<file path="src/rtl/audio_mix_engine.sv">
// rtl/audio_mix_engine.sv - time-multiplexed N-channel stereo mixer with per-channel volume and routing
// Optional feature macro: AUDIO_MIX_RAMP_EN (effective volume steps by 1 per accepted strobe toward target)
module audio_mix_engine #(
    parameter int NCH = 4,
    parameter int IW  = 10,
    parameter int OW  = 15
) (
    input  logic              clk,
    input  logic              reset_n,
    input  logic              sample_stb,
    input  logic [NCH*IW-1:0] ch_data,
    input  logic              cfg_we,
    input  logic [3:0]        cfg_addr,
    input  logic [7:0]        cfg_din,
    output logic [7:0]        cfg_dout,
    input  logic              ovr_clr,
    output logic [OW-1:0]     audio_l,
    output logic [OW-1:0]     audio_r,
    output logic              out_valid,
    output logic              busy,
    output logic              overrun
);

    localparam int AW   = IW + 6 + $clog2(NCH) + 1;
    localparam int IDXW = (NCH > 1) ? $clog2(NCH) : 1;
    localparam int SH   = OW - IW;
    localparam int W2   = AW + SH;
    localparam logic signed [W2-1:0] OMAX = W2'((1 << (OW - 1)) - 1);
    localparam logic signed [W2-1:0] OMIN = ~OMAX;

    typedef enum logic [1:0] {S_IDLE, S_ACC, S_OUT} state_t;

    state_t                    state_q, state_d;
    logic [IDXW-1:0]           idx_q, idx_d;
    logic [NCH*IW-1:0]         samp_q, samp_d;
    logic [NCH-1:0][7:0]       cfg_q, cfg_d;
    logic [NCH-1:0][5:0]       vol_q, vol_d;
    logic [NCH-1:0]            rl_q, rl_d;
    logic [NCH-1:0]            rr_q, rr_d;
    logic signed [AW-1:0]      acc_l_q, acc_l_d;
    logic signed [AW-1:0]      acc_r_q, acc_r_d;
    logic [OW-1:0]             audio_l_q, audio_l_d;
    logic [OW-1:0]             audio_r_q, audio_r_d;
    logic                      out_valid_q, out_valid_d;
    logic                      busy_q, busy_d;
    logic                      overrun_q, overrun_d;

    logic [IW-1:0]             cur_u;
    logic [5:0]                cur_vol;
    logic                      cur_rl;
    logic                      cur_rr;
    logic signed [IW-1:0]      cur_s;
    logic signed [AW-1:0]      s_ext;
    logic signed [AW-1:0]      vol_ext;
    logic signed [AW-1:0]      prod;

    // Divide by 32 (unity gain), scale up to output width, clamp to the signed output range.
    function automatic logic [OW-1:0] sat_out(input logic signed [AW-1:0] a);
        logic signed [W2-1:0] v;
        v = (W2'(a) >>> 5) <<< SH;
        if (v > OMAX) return OMAX[OW-1:0];
        if (v < OMIN) return OMIN[OW-1:0];
        return v[OW-1:0];
    endfunction

`ifdef AUDIO_MIX_RAMP_EN
    // One step toward the programmed target so fades happen over many samples.
    function automatic logic [5:0] ramp_step(input logic [5:0] cur, input logic [5:0] tgt);
        if (cur < tgt) return cur + 6'd1;
        if (cur > tgt) return cur - 6'd1;
        return cur;
    endfunction
`endif

    // Config readback: unimplemented channel addresses read as zero.
    always_comb begin
        cfg_dout = 8'h00;
        for (int k = 0; k < NCH; k++) begin
            if (cfg_addr == 4'(k)) cfg_dout = cfg_q[k];
        end
    end

    // Select the channel being accumulated this cycle and form its signed, scaled product.
    always_comb begin
        cur_u   = samp_q[IW-1:0];
        cur_vol = vol_q[0];
        cur_rl  = rl_q[0];
        cur_rr  = rr_q[0];
        for (int k = 1; k < NCH; k++) begin
            if (idx_q == IDXW'(k)) begin
                cur_u   = samp_q[k*IW +: IW];
                cur_vol = vol_q[k];
                cur_rl  = rl_q[k];
                cur_rr  = rr_q[k];
            end
        end
        // Flipping the MSB removes the midscale offset.
        cur_s   = $signed({~cur_u[IW-1], cur_u[IW-2:0]});
        s_ext   = AW'(cur_s);
        vol_ext = AW'({1'b0, cur_vol});
        prod    = s_ext * vol_ext;
    end

    // Next-state logic for the mix sequencer, config registers and status flags.
    always_comb begin
        state_d     = state_q;
        idx_d       = idx_q;
        samp_d      = samp_q;
        cfg_d       = cfg_q;
        vol_d       = vol_q;
        rl_d        = rl_q;
        rr_d        = rr_q;
        acc_l_d     = acc_l_q;
        acc_r_d     = acc_r_q;
        audio_l_d   = audio_l_q;
        audio_r_d   = audio_r_q;
        out_valid_d = 1'b0;
        overrun_d   = overrun_q;

        if (cfg_we) begin
            for (int k = 0; k < NCH; k++) begin
                if (cfg_addr == 4'(k)) cfg_d[k] = cfg_din;
            end
        end

        case (state_q)
            S_IDLE: begin
                if (sample_stb) begin
                    samp_d = ch_data;
                    // Shadow copy: cfg writes after this point cannot disturb the mix.
                    for (int k = 0; k < NCH; k++) begin
                        rl_d[k] = cfg_q[k][6];
                        rr_d[k] = cfg_q[k][7];
`ifdef AUDIO_MIX_RAMP_EN
                        vol_d[k] = ramp_step(vol_q[k], cfg_q[k][5:0]);
`else
                        vol_d[k] = cfg_q[k][5:0];
`endif
                    end
                    acc_l_d = '0;
                    acc_r_d = '0;
                    idx_d   = '0;
                    state_d = S_ACC;
                end
            end
            S_ACC: begin
                if (cur_rl) acc_l_d = acc_l_q + prod;
                if (cur_rr) acc_r_d = acc_r_q + prod;
                if (idx_q == IDXW'(NCH - 1)) state_d = S_OUT;
                else                          idx_d   = idx_q + IDXW'(1);
            end
            S_OUT: begin
                audio_l_d   = sat_out(acc_l_q);
                audio_r_d   = sat_out(acc_r_q);
                out_valid_d = 1'b1;
                state_d     = S_IDLE;
            end
            default: state_d = S_IDLE;
        endcase

        // A strobe while busy is dropped; its set beats a same-cycle clear.
        if (ovr_clr) overrun_d = 1'b0;
        if (sample_stb && (state_q != S_IDLE)) overrun_d = 1'b1;

        busy_d = (state_d != S_IDLE);
    end

    // State registers; reset aborts any mix in flight and restores unity/L+R config.
    always_ff @(posedge clk or negedge reset_n) begin
        if (!reset_n) begin
            state_q     <= S_IDLE;
            idx_q       <= '0;
            samp_q      <= '0;
            cfg_q       <= {NCH{8'hE0}};
            vol_q       <= {NCH{6'd32}};
            rl_q        <= '1;
            rr_q        <= '1;
            acc_l_q     <= '0;
            acc_r_q     <= '0;
            audio_l_q   <= '0;
            audio_r_q   <= '0;
            out_valid_q <= 1'b0;
            busy_q      <= 1'b0;
            overrun_q   <= 1'b0;
        end else begin
            state_q     <= state_d;
            idx_q       <= idx_d;
            samp_q      <= samp_d;
            cfg_q       <= cfg_d;
            vol_q       <= vol_d;
            rl_q        <= rl_d;
            rr_q        <= rr_d;
            acc_l_q     <= acc_l_d;
            acc_r_q     <= acc_r_d;
            audio_l_q   <= audio_l_d;
            audio_r_q   <= audio_r_d;
            out_valid_q <= out_valid_d;
            busy_q      <= busy_d;
            overrun_q   <= overrun_d;
        end
    end

    assign audio_l   = audio_l_q;
    assign audio_r   = audio_r_q;
    assign out_valid = out_valid_q;
    assign busy      = busy_q;
    assign overrun   = overrun_q;

endmodule

</file>
<file path="config.mk">
export PLATFORM = sky130hd
export DESIGN_NAME = audio_mix_engine
export DESIGN_NICKNAME = d
export VERILOG_FILES = /design/src/rtl/audio_mix_engine.sv
export SDC_FILE = /design/constraint.sdc
export NUM_CORES = 1
export LEC_CHECK = 0
export ABC_AREA = 1
export CAP_MARGIN = 5
export CORE_MARGIN = 2
export CORE_UTILIZATION = 45
export DETAILED_ROUTE_END_ITERATION = 12
export PLACE_DENSITY_LB_ADDON = 0.3
export SLEW_MARGIN = 5
export SYNTH_ARGS = -nofsm -noshare
export SYNTH_HDL_FRONTEND = slang
export SYNTH_SLANG_ARGS = --single-unit
</file>
<file path="constraint.sdc">
create_clock -name clk -period 6.2 [get_ports clk]
set_input_delay 0.62 -clock clk [delete_from_list [all_inputs] [get_ports clk]]
set_output_delay 0.62 -clock clk [all_outputs]
set_load 0.05 [all_outputs]
</file>
==> metrics.md <==
| Metric | Value |
|---|---|
| Die area | `27500 um^2` |
| Max Cap Viol | `0` |
| Final instance area | `15700 um^2` |
| Max Buffers Root-to-Sink | `2` |
| Total grt overflow | `0` |
| Layout cells sized above 1 | `23.4%` |
| # H-tree levels | `4` |
| Critical path required time | `6530 ps` |
| Synthesized area | `11800 um^2` |
| Top cell type's share of synthesized area | `31.3%` |
| Port Buffers | `97` |
| GRT Overall Usage | `23.0%` |
| Syn Area/Cell | `7.60 um^2` |
| Tmin final | `6120 ps` |
| Mapped Nets | `1725` |
| Setup Skew | `10.2 ps` |
| I/O pin total | `98` |
| Rel. slew slack | `29.6%` |
| Commonest non-fill, non-tap cell in the layout | `nand2_1` |
| Post-route ant nets | `0` |
| Vias in the first global route | `11000` |
| Vias per inst | `5.07` |
| Wire length on met2 | `16200 um` |
| Die Height | `166 um` |
| CTS hold repair buffers | `0` |
| Final core occ | `60.9%` |
| Fmax | `0.163 GHz` |
| Die Wd | `166 um` |
| Hold Crit Class | `primary input to asynchronous set/reset pin` |
| CTS Sinks | `171` |
| Placer Congestion | `0.889` |
| Clk root buf | `clkbuf_16` |
| Initial Util | `45.5%` |
| Top area cells in the synthesized netlist | `dfrtp_1 31%, nand2_1 16%, ha_1 8.0%, fa_1 7.7%, inv_1 7.5%` |
| Final WL | `31700 um` |
| Max FO, Critical Path | `5` |
| Gate Count Post-Synth | `1548` |
| Syn. warnings | `0` |
| Nets | `1955` |
| First-pass GRT wire length | `52200 um` |
| CP max stage cell | `fa_1` |
| CP bufs+invs | `9` |
| CTS clock-pin slew for the worst setup and hold paths | `70 ps` |
| Status | `completed` |
| Critical path arrival | `6450 ps` |
| WL met3 | `1230 um` |
| Antenna diodes | `0` |
| Max Used Layer | `met5` |
| Pin count of the biggest net entering global routing | `86` |
| Synth cell types | `42` |
| CTS Buf Count | `17` |
| Final period util | `98.7%` |
| Clk_lat worst skew | `440 ps` |
| Core Rows | `59` |
| Worst-margin pin slew | `1060 ps` |
| Register area share after synthesis | `36.6%` |
| CP Class | `register to register` |
| Wire length per cell | `14.9 um` |
| CP delay by family, top | `adder cells` |
| Metal-1 WL | `13200 um` |
| CP max stage delay | `560 ps` |
| CP most frequent cell | `nand2_1` |
| Total number of vias | `10800` |
| Final setup fails | `0` |
| Residual DRC | `0` |
| TritonRoute pass-1 iters | `6` |
| Core area | `25800 um^2` |
| CP endpoint kind | `register` |
| Layout area overhead | `33.7%` |
| Initial DRC count | `687` |
| Initial antenna violation count | `1` |
| Placed Area | `14000 um^2` |
| Slew Limit Fails | `0` |
| RSZ-0062 raised after global routing | `true` |
| CTS tree | `built` |
| Flops & latches, synth | `171` |
| DP Wirelength | `23500 um` |
| Startpoint Class | `register` |
| Area leader, netlist | `dfrtp_1` |
| Most frequent cells in the layout | `474 x nand2_1, 219 x inv_1, 146 x dfrtp_1` |
| Final hold violation count | `0` |
## worst register-to-register path: cells and delay by family (launching register included)
family	cells	cell delay [ps]
DFF	1	440
AOI/OAI and AO/OA	5	570
and+or+nand+nor	15	1380
adders and majority gates	7	2460
buffers and inverters	9	1080
xor gates and xnor gates	1	90
## synth_stat cells (all sizes together)
master / n
a22o: 2
nor4: 2
dfrtp: 147
a31oi: 7
nand3: 51
o21ai: 160
xnor2: 11
a21o: 6
a21oi: 92
o22ai: 11
nor2: 75
xor2: 6
dfstp: 24
o2111ai: 1
o21a: 2
or2: 3
nor3: 10
nand4: 5
buf: 31
a221o: 2
nand2: 513
fa: 45
ha: 75
o31ai: 2
inv: 242
clkbuf: 12
o21bai: 11
## final cells by class
cell class | instances | area (um^2)
repair inverters | 1 | 7.51
clock buffers | 18 | 429
clock inverters | 14 | 148
well taps | 335 | 419
multi-input cells | 1092 | 7300
fillers | 2236 | 10100
inverters | 242 | 926
repair buffers | 253 | 2200
flip-flops and latches | 171 | 4310
## per-stage QoR
stage                     hold slack (ps)  setup TNS (ps)  cells  setup slack (ps)
after detailed placement              458           -3760   2075              -375
after global routing                 56.9           -1700   2126              -221
after global placement                446           -2130   2075              -243
after floorplan                       324               0   1548              1.64
after CTS                            53.4               0   2114              1.08
final                                49.2               0   2126              81.1
## metal layers
layer,track usage (%),up-vias
li1,-,5357
met1,27.4,5116
met2,41.7,230
met3,4.04,74
met4,8.39,2
met5,0,-
## path summary, 6_finish.rpt
check	depth (start not counted)	from	end	slack, ps
worst max-delay path	37	idx_q[0]	acc_r_q[17]	80
worst min-delay path	1	reset_n	audio_l[6]	50
worst max register to register	37	idx_q[0]	acc_r_q[17]	80
worst min register to register	2	samp_q[1]	samp_q[1]	470
max in group asynchronous	2	reset_n	idx_q[0]	4720
min in group clk	2	samp_q[1]	samp_q[1]	470
## cell families after synthesis
logic type | share of synthesized area (%)
AOI/OAI and AO/OA | 14.1
xor gates and xnor gates | 1.27
adders and majority gates | 15.6
buffers and inverters | 9.80
DFF | 36.6
and+or+nand+nor | 22.5
## sequential cells by signal, indices dropped and copies added (netlist names), 2 cells and up
register	count
acc_l_q	19
acc_r_q	19
audio_l	11
audio_r	11
cfg_q	32
idx_q	2
rl_q	4
rr_q	4
samp_q	40
state_q	2
vol_q	24
## repair_timing
action	in CTS	in global routing
setup buffers	7	12
pin swaps	33	101
gates resized for setup	74	158
setup endpoints to repair	18	21
cloned	1	0
Power is left out: the tool's default activity adds up to more than one toggle a clock period on the data nets, which glitch-free logic cannot reach.
